--- src/rtl/iob_2p_assim_fifo_ctrl_pkg.sv ---
// iob_2p_assim_fifo_ctrl_pkg: width helpers shared by the asymmetric FIFO controller, RAM and wrapper.
package iob_2p_assim_fifo_ctrl_pkg;

    function automatic int max_f(input int a, input int b);
        return a > b ? a : b;
    endfunction

    function automatic int min_f(input int a, input int b);
        return a < b ? a : b;
    endfunction

    function automatic int ratio_f(input int w_data_w, input int r_data_w);
        return max_f(w_data_w, r_data_w) / min_f(w_data_w, r_data_w);
    endfunction

    function automatic int log2_ratio_f(input int w_data_w, input int r_data_w);
        return $clog2(ratio_f(w_data_w, r_data_w));
    endfunction

    function automatic int r_addr_w_f(input int w_addr_w, input int w_data_w, input int r_data_w);
        return w_addr_w - log2_ratio_f(w_data_w, r_data_w);
    endfunction

endpackage

--- src/rtl/iob_2p_assim_fifo_ctrl_if.sv ---
// iob_2p_assim_fifo_ctrl_if: requester handshake, status and RAM address/enable bundle.
interface iob_2p_assim_fifo_ctrl_if #(
    parameter int W_DATA_W = 8,
    parameter int R_DATA_W = 32,
    parameter int W_ADDR_W = 4
);
    import iob_2p_assim_fifo_ctrl_pkg::*;

    localparam int R_ADDR_W = r_addr_w_f(W_ADDR_W, W_DATA_W, R_DATA_W);

    logic                clr;
    logic                w_req;
    logic                w_full;
    logic                r_req;
    logic                r_empty;
    logic                r_valid;
    logic [W_ADDR_W:0]   level;
    logic                w_ovf;
    logic                r_udf;
    logic                mem_w_en;
    logic [W_ADDR_W-1:0] mem_w_addr;
    logic                mem_r_en;
    logic [R_ADDR_W-1:0] mem_r_addr;

    modport master (
        output clr, w_req, r_req,
        input  w_full, r_empty, r_valid, level, w_ovf, r_udf,
        input  mem_w_en, mem_w_addr, mem_r_en, mem_r_addr
    );

    modport slave (
        input  clr, w_req, r_req,
        output w_full, r_empty, r_valid, level, w_ovf, r_udf,
        output mem_w_en, mem_w_addr, mem_r_en, mem_r_addr
    );

endinterface

--- src/rtl/iob_2p_assim_fifo_ctrl.sv ---
// iob_2p_assim_fifo_ctrl: pointer/level controller turning a narrow-write wide-read RAM into a FIFO.
module iob_2p_assim_fifo_ctrl
    import iob_2p_assim_fifo_ctrl_pkg::*;
#(
    parameter int W_DATA_W = 8,
    parameter int R_DATA_W = 32,
    parameter int W_ADDR_W = 4
) (
    input logic                clk,
    input logic                rst,
    iob_2p_assim_fifo_ctrl_if.slave bus
);

    localparam int RATIO    = ratio_f(W_DATA_W, R_DATA_W);
    localparam int R_ADDR_W = r_addr_w_f(W_ADDR_W, W_DATA_W, R_DATA_W);
    localparam int DEPTH    = 2 ** W_ADDR_W;

    typedef logic [W_ADDR_W:0] level_t;

    logic [W_ADDR_W-1:0] wptr;
    logic [R_ADDR_W-1:0] rptr;
    level_t              level;
    logic                r_valid, w_ovf, r_udf;
    logic                w_full, r_empty, push_ok, pop_ok;

    // flags use the current level only; rst also blocks enables so nothing is written mid-reset
    always_comb begin
        w_full  = level == level_t'(DEPTH);
        r_empty = level < level_t'(RATIO);
        push_ok = bus.w_req & ~w_full & ~bus.clr & ~rst;
        pop_ok  = bus.r_req & ~r_empty & ~bus.clr & ~rst;
    end

    always_ff @(posedge clk or posedge rst) begin
        if (rst) begin
            wptr    <= '0;
            rptr    <= '0;
            level   <= '0;
            r_valid <= 1'b0;
            w_ovf   <= 1'b0;
            r_udf   <= 1'b0;
        end else if (bus.clr) begin
            wptr    <= '0;
            rptr    <= '0;
            level   <= '0;
            r_valid <= 1'b0;
            w_ovf   <= 1'b0;
            r_udf   <= 1'b0;
        end else begin
            wptr    <= wptr + W_ADDR_W'(push_ok);
            rptr    <= rptr + R_ADDR_W'(pop_ok);
            level   <= level + level_t'(push_ok) - (pop_ok ? level_t'(RATIO) : '0);
            r_valid <= pop_ok;
            w_ovf   <= w_ovf | (bus.w_req & w_full);
            r_udf   <= r_udf | (bus.r_req & r_empty);
        end
    end

    assign bus.w_full     = w_full;
    assign bus.r_empty    = r_empty;
    assign bus.r_valid    = r_valid;
    assign bus.level      = level;
    assign bus.w_ovf      = w_ovf;
    assign bus.r_udf      = r_udf;
    assign bus.mem_w_en   = push_ok;
    assign bus.mem_w_addr = wptr;
    assign bus.mem_r_en   = pop_ok;
    assign bus.mem_r_addr = rptr;

endmodule
--- src/flat_wrapper.sv ---
// flat-port wrapper written by rule: the top's interface ports become plain ports
module iob_2p_assim_fifo_ctrl_flat import iob_2p_assim_fifo_ctrl_pkg::*;
#(
    parameter int W_DATA_W = 8,
    parameter int R_DATA_W = 32,
    parameter int W_ADDR_W = 4
)
  (clk, rst, bus_clr, bus_w_req, bus_r_req, bus_w_full, bus_r_empty, bus_r_valid, bus_level, bus_w_ovf, bus_r_udf, bus_mem_w_en, bus_mem_w_addr, bus_mem_r_en, bus_mem_r_addr);
  iob_2p_assim_fifo_ctrl_if #(.W_DATA_W(W_DATA_W), .R_DATA_W(R_DATA_W), .W_ADDR_W(W_ADDR_W)) bus_i ();
  input logic clk;
  input logic rst;
  input wire logic [$bits(bus_i.clr)-1:0] bus_clr;
  input wire logic [$bits(bus_i.w_req)-1:0] bus_w_req;
  input wire logic [$bits(bus_i.r_req)-1:0] bus_r_req;
  output wire logic [$bits(bus_i.w_full)-1:0] bus_w_full;
  output wire logic [$bits(bus_i.r_empty)-1:0] bus_r_empty;
  output wire logic [$bits(bus_i.r_valid)-1:0] bus_r_valid;
  output wire logic [$bits(bus_i.level)-1:0] bus_level;
  output wire logic [$bits(bus_i.w_ovf)-1:0] bus_w_ovf;
  output wire logic [$bits(bus_i.r_udf)-1:0] bus_r_udf;
  output wire logic [$bits(bus_i.mem_w_en)-1:0] bus_mem_w_en;
  output wire logic [$bits(bus_i.mem_w_addr)-1:0] bus_mem_w_addr;
  output wire logic [$bits(bus_i.mem_r_en)-1:0] bus_mem_r_en;
  output wire logic [$bits(bus_i.mem_r_addr)-1:0] bus_mem_r_addr;
  assign bus_i.clr = bus_clr;
  assign bus_i.w_req = bus_w_req;
  assign bus_i.r_req = bus_r_req;
  assign bus_w_full = bus_i.w_full;
  assign bus_r_empty = bus_i.r_empty;
  assign bus_r_valid = bus_i.r_valid;
  assign bus_level = bus_i.level;
  assign bus_w_ovf = bus_i.w_ovf;
  assign bus_r_udf = bus_i.r_udf;
  assign bus_mem_w_en = bus_i.mem_w_en;
  assign bus_mem_w_addr = bus_i.mem_w_addr;
  assign bus_mem_r_en = bus_i.mem_r_en;
  assign bus_mem_r_addr = bus_i.mem_r_addr;
  iob_2p_assim_fifo_ctrl #(.W_DATA_W(W_DATA_W), .R_DATA_W(R_DATA_W), .W_ADDR_W(W_ADDR_W)) u_core (.clk(clk), .rst(rst), .bus(bus_i));
endmodule
--- config.mk ---
export PLATFORM = sky130hd
export DESIGN_NAME = iob_2p_assim_fifo_ctrl_flat
export DESIGN_NICKNAME = d
export VERILOG_FILES = /design/src/rtl/iob_2p_assim_fifo_ctrl_pkg.sv /design/src/rtl/iob_2p_assim_fifo_ctrl_if.sv /design/src/rtl/iob_2p_assim_fifo_ctrl.sv /design/src/flat_wrapper.sv
export SDC_FILE = /design/constraint.sdc
export NUM_CORES = 1
export LEC_CHECK = 0
export BUFFER_PORTS_ARGS = -buffer_cell sky130_fd_sc_hd__buf_2
export CAP_MARGIN = 20
export CORE_UTILIZATION = 49
export CTS_CLUSTER_DIAMETER = 60
export DETAILED_ROUTE_END_ITERATION = 8
export PLACE_DENSITY = 0.76
export SLEW_MARGIN = 20
export SYNTH_ARGS = -nofsm -noshare
export SYNTH_HDL_FRONTEND = slang
export SYNTH_SLANG_ARGS = --single-unit
--- constraint.sdc ---
create_clock -name clk -period 2.7 [get_ports clk]
set_input_delay 0.54 -clock clk [delete_from_list [all_inputs] [get_ports clk]]
set_output_delay 0.54 -clock clk [all_outputs]
set_load 0.05 [all_outputs]
; Word-level counts from Yosys, hierarchy flattened
; Cells that the tools add are included.
[totals]
register_bits = 14
inputBits = 5
elab_cells = 33
[op_classes]
n_addsub = 4
order_cmp = 1
eq_ne = 1
muxes = 7
bitwise_logic = 14
[ops]
columns = op, count
row1 = $and A1 B1 Y1, 8
row2 = $add A5 B1 Y5, 1
row3 = $eq A5 B5 Y1 const B, 1
row4 = $lt A5 B3 Y1 const B, 1
row5 = $mux W5, 1
row6 = $sub A5 B5 Y5, 1
row7 = $add A4 B1 Y4, 1
row8 = $mux W4, 1
row9 = $not A1 Y1, 4
row10 = $mux W1, 3
row11 = $mux W3, 1
row12 = $add A2 B1 Y2, 1
row13 = $mux W2, 1
row14 = $or A1 B1 Y1, 2

; Depth between registers and ports, before layout
[logic_depth]
word_depth = 8
ltp_mapped = 11
depth_no_buf = 11

; Worst setup path before layout
; OpenSTA, ideal clock, no wires.
[synth_path]
kind = register to register
start = register u_core.level[3], in the netlist u_core.bus.level[3]
end = register u_core.level[4], in the netlist u_core.bus.level[4]
setup_time_ns = 0.125
t_arrival_ns = 3.285
slack_ns = -0.710
stages_incl_launch_ff = 11
path_buffers = 0
cell_sequence = dfrtp_1 -> inv_1 -> ha_1 -> a21boi_2 -> nor4b_4 -> inv_1 -> ha_1 -> ha_1 -> o21bai_1 -> a21oi_1 -> mux2_2
[synth_between]
elab_chain_len = 8
[synth_rtl]
columns = element, line
row1 = from (decl), iob_2p_assim_fifo_ctrl.sv:22  ; level_t level;
row2 = from (signal assigned), iob_2p_assim_fifo_ctrl.sv:52  ; level <= level + level_t'(push_ok) - (pop_ok ? level_t'(RATIO) : '0);
row3 = $lt A5 B3 Y1, iob_2p_assim_fifo_ctrl.sv:29  ; r_empty = level < level_t'(RATIO);
row4 = named net bus_r_empty, flat_wrapper.sv:16  ; output wire logic [$bits(bus_i.r_empty)-1:0] bus_r_empty;
row5 = $not A1 Y1, iob_2p_assim_fifo_ctrl.sv:31  ; pop_ok = bus.r_req & ~r_empty & ~bus.clr & ~rst;
row6 = $and A1 B1 Y1 (3 in a row), iob_2p_assim_fifo_ctrl.sv:31
row7 = named net bus_mem_r_en, flat_wrapper.sv:23  ; output wire logic [$bits(bus_i.mem_r_en)-1:0] bus_mem_r_en;
row8 = $mux W3, iob_2p_assim_fifo_ctrl.sv:52
row9 = $sub A5 B5 Y5, iob_2p_assim_fifo_ctrl.sv:52
row10 = $mux W5, iob_2p_assim_fifo_ctrl.sv:42  ; end else if (bus.clr) begin
; The timed path passes the listed nets, and every way through them passes these cells.

; Worst setup path in the final report
[layout_path]
start = register u_core.level[3], in the netlist u_core.bus.level[3]
end = register u_core.level[4], in the netlist u_core.bus.level[4]
[layout_between]
elab_chain_len = 8
[layout_rtl]
columns = element, line
row1 = $eq A5 B5 Y1 or $lt A5 B3 Y1 (tied branches), "iob_2p_assim_fifo_ctrl.sv:28, iob_2p_assim_fifo_ctrl.sv:29"
row2 = "$not A1 Y1, on equally long branches", "iob_2p_assim_fifo_ctrl.sv:30, iob_2p_assim_fifo_ctrl.sv:31"
row3 = "$and A1 B1 Y1, on equally long branches (3 in a row)", "iob_2p_assim_fifo_ctrl.sv:30, iob_2p_assim_fifo_ctrl.sv:31"
row4 = $add A5 B1 Y5 or $mux W3 (tied branches), iob_2p_assim_fifo_ctrl.sv:52
row5 = $sub A5 B5 Y5 *, iob_2p_assim_fifo_ctrl.sv:52
row6 = $mux W5 *, iob_2p_assim_fifo_ctrl.sv:42
; Every way passes the cells marked *; elsewhere a longest branch is shown, timed or not.

==> impl_metrics.csv <==
group,metric,value,unit
status,result_of_the_run,"completed",
synthesis,mappedNetlistArea,783,µm²
sta,report.final.setup_viol,0,
final_layout,final_cells,109,
clock_tree,cts_resized,0,
clock_tree,cts.htree.levels,1,
synthesis,syn-mean-instance-area,11.9,µm²
sta,max-slew-margin-rel,0.646,
synthesis,netlist.top_cell.by_area,"sky130_fd_sc_hd__dfrtp_1",
critical_path,endpoint_kind,"register",
pwr,power_report.internal_total,0.462,mW
synthesis,yosysMostFrequentCell,"sky130_fd_sc_hd__dfrtp_1",
routing,routed_wirelength,1400,µm
routing,number_of_remaining_drc_errors,0,
floorplan,design.die.area,0.00176,mm²
place,dp_hpwl,1130,µm
synthesis,netlist-cell-type-count,20,
global_routing,grt_overflow_total,0,
final_layout,finish.net_count,111,
sta,fin_crit_sh,0.897,
synthesis,synth.area.top_cells,"sky130_fd_sc_hd__dfrtp_1 (45%), sky130_fd_sc_hd__ha_1 (19%), sky130_fd_sc_hd__nor2_1 (4.3%), sky130_fd_sc_hd__nor4b_2 (3.8%), sky130_fd_sc_hd__inv_1 (3.4%)",
synthesis,yosysSeqAreaShare,0.447,
pwr,netSwitchingPower,0.372,mW
floorplan,dieHeight,42.0,µm
clock_tree,cts_num_sinks,14,
sta,min_period,2420,ps
clock_tree,cts.hold.buffers_added,0,
pwr,switching_share,0.446,
clock_tree,clkSlewWorstSetupHoldPaths,90,ps
clock_tree,post_cts_buffers,0,
clock_tree,cts-root-to-sink-buffers,2,
floorplan,num_io_pins,23,
floorplan,core_region_area,0.00151,mm²
pwr,power_per_cell_area,823,mW/mm²
sta,rsz0062_at_grt,"false",
final_layout,post_route_cells_drive_above_1_share,0.473,
routing,drt.antenna.violating_nets,0,
place,number_of_port_buffers,22,
sta,postLayoutSetupSlackWorst,279,ps
global_routing,first_global_vias,543,
critical_path,required,2870,ps
synthesis,synth_seq_cells,14,
floorplan,chipWidth,42.0,µm
clock_tree,tritoncts.num_buffers,3,
floorplan,rows,14,
global_routing,grt_first_pass_wirelength,2260,µm
critical_path,worst_path_arrival,2590,ps
synthesis,netlist_top_cells_count,"sky130_fd_sc_hd__dfrtp_1 (14), sky130_fd_sc_hd__ha_1 (12), sky130_fd_sc_hd__nor2_1 (9)",
synthesis,synth-async-reset-ratio,1.00,
clock_tree,clock_latency,280,ps
floorplan,start_util,0.520,
synthesis,ys.warnings.count,0,
critical_path,worst_setup_path_start_kind,"register",
place,placement.setup.worst_slack,272,ps
global_routing,number_of_antenna_violations_at_the_first_check_in_global_routing,0,
routing,route.detailed.vias_per_inst,5.21,
clock_tree,tritoncts,"yes",
routing,route.vias.total,568,
synthesis,postSynthNetCount,83,
synthesis,synth_top_cell_area_share,0.447,
pwr,clock_power_share,0.178,
place,routabilityCongestion,0.726,
routing,firstDrtPassIters,4,
global_routing,grt_start_max_net_pins,15,
sta,max_freq,413,MHz
run,maximum_capacitance_violations,0,
routing,drt-wirelength-per-cell,12.8,µm
min_path,worstHoldPathType,"input pin to asynchronous set/reset pin",
critical_path,critPathLaunch,"u_core.bus.level[3]$_DFF_PP0_",
sta,timing_worst_slew_pin_value,531,ps
pwr,design_power_total,0.834,mW
pwr,ir_drop,0.505,mV
sta,count_of_final_max_slew_check_failures,0,
pwr,seq_power_share,0.312,
pwr,comb_power_share,0.510,
synthesis,dominantRegCellSynth,"sky130_fd_sc_hd__dfrtp_1",
critical_path,rr_worst_depth,10,
global_routing,globalRouteTotalUtil,0.176,
routing,drt_iter0_drc,2,
final_layout,area.growth.synth_to_final,29.4,%
final_layout,antennaDiodeCount,0,
sta,final_hold_viol_count,0,
critical_path,crit_reg_reg_startpoint,"u_core.bus.level[3]$_DFF_PP0_",
critical_path,worstSetupPathType,"register to register",
clock_tree,clockRootBuffer,"sky130_fd_sc_hd__clkbuf_4",
final_layout,utilization,0.673,
place,place_inst,105,
synthesis,synth-edff-count,0,
critical_path,critical_path.max_fanout,4,
sta,worst_hold_slack,361,ps
pwr,leakage,0.545,nW
synthesis,netlist_instances,66,
sta,final.setup_skew,8.62,ps
## stage by stage
step	cell area, µm²	TNS (ps)
after floorplan	843	-689
after global placement	977	0
final	1010	0
after CTS	1010	0
after global routing	1010	0
after detailed placement	977	0
## layout make-up
cell class / count / area [µm²]
clock buffer: 4 / 36.3
fill: 118 / 493
inverter: 7 / 26.3
multi-input combinational: 44 / 452
sequential: 14 / 354
tap: 16 / 20.0
timing repair buffer: 24 / 125
## path summary, 6_finish.rpt
kind	end	slack [ps]
min reg2reg	u_core.bus.w_ovf$_DFF_PP0_	500
min in group clk	u_core.bus.w_ovf$_DFF_PP0_	500
min	u_core.bus.mem_r_addr[1]$_DFF_PP0_	360
max reg2reg	u_core.bus.level[4]$_DFF_PP0_	280
max in group asynchronous	u_core.bus.level[2]$_DFF_PP0_	1960
max	u_core.bus.level[4]$_DFF_PP0_	280
## registers in the layout, summed over array words and instances (netlist names)
signal and cells:
u_core.bus.level 5, u_core.bus.r_udf 1, u_core.bus.w_ovf 1, u_core.bus.mem_r_addr 2, u_core.bus.r_valid 1, u_core.bus.mem_w_addr 4
## cell families after synthesis
group / after synthesis / share of synthesized area
flops: 14 / 0.447
fa+ha+maj: 12 / 0.192
simple gates: 20 / 0.188
mux: 1 / 0.0144
buf+inv: 8 / 0.0479
xor+xnor: 5 / 0.0559
compound gates: 6 / 0.0543
## worst max-delay path: stages (launching register included)
cell	delay [ps]
sky130_fd_sc_hd__dfrtp_2	430
sky130_fd_sc_hd__inv_2	90
sky130_fd_sc_hd__ha_1	200
sky130_fd_sc_hd__a21boi_4	90
sky130_fd_sc_hd__nor4b_4	310
sky130_fd_sc_hd__inv_1	110
sky130_fd_sc_hd__ha_4	250
sky130_fd_sc_hd__ha_4	260
sky130_fd_sc_hd__o21bai_1	60
sky130_fd_sc_hd__a21oi_1	160
sky130_fd_sc_hd__mux2_2	350
## power groups by stage
stage / clock network [mW] / registers, mW / logic [mW]
final: 0.149 / 0.260 / 0.425
after global routing: 0.164 / 0.264 / 0.454
after CTS: 0.153 / 0.260 / 0.429
after detailed placement: 0 / 0.265 / 0.428
after global placement: 0 / 0.264 / 0.417
after floorplan: 0 / 0.351 / 0.255
## routing by layer
layer  part of all wire  track usage
met5                  0            0
met2               0.50        0.306
met1               0.43        0.215
met4                  0       0.0194
met3              0.062       0.0647
## layout by cell type, fill, tap and decap left out, drive strengths merged, types with 2 or more instances in the layout
cell,n
buf,24
dfrtp,14
ha,12
nor2,9
inv,7
clkbuf,4
xnor2,3
nor2b,3
nor4b,3
xor2,2
and2b,2
a21oi,2
Note: power is estimated with default switching activity, not from simulation.
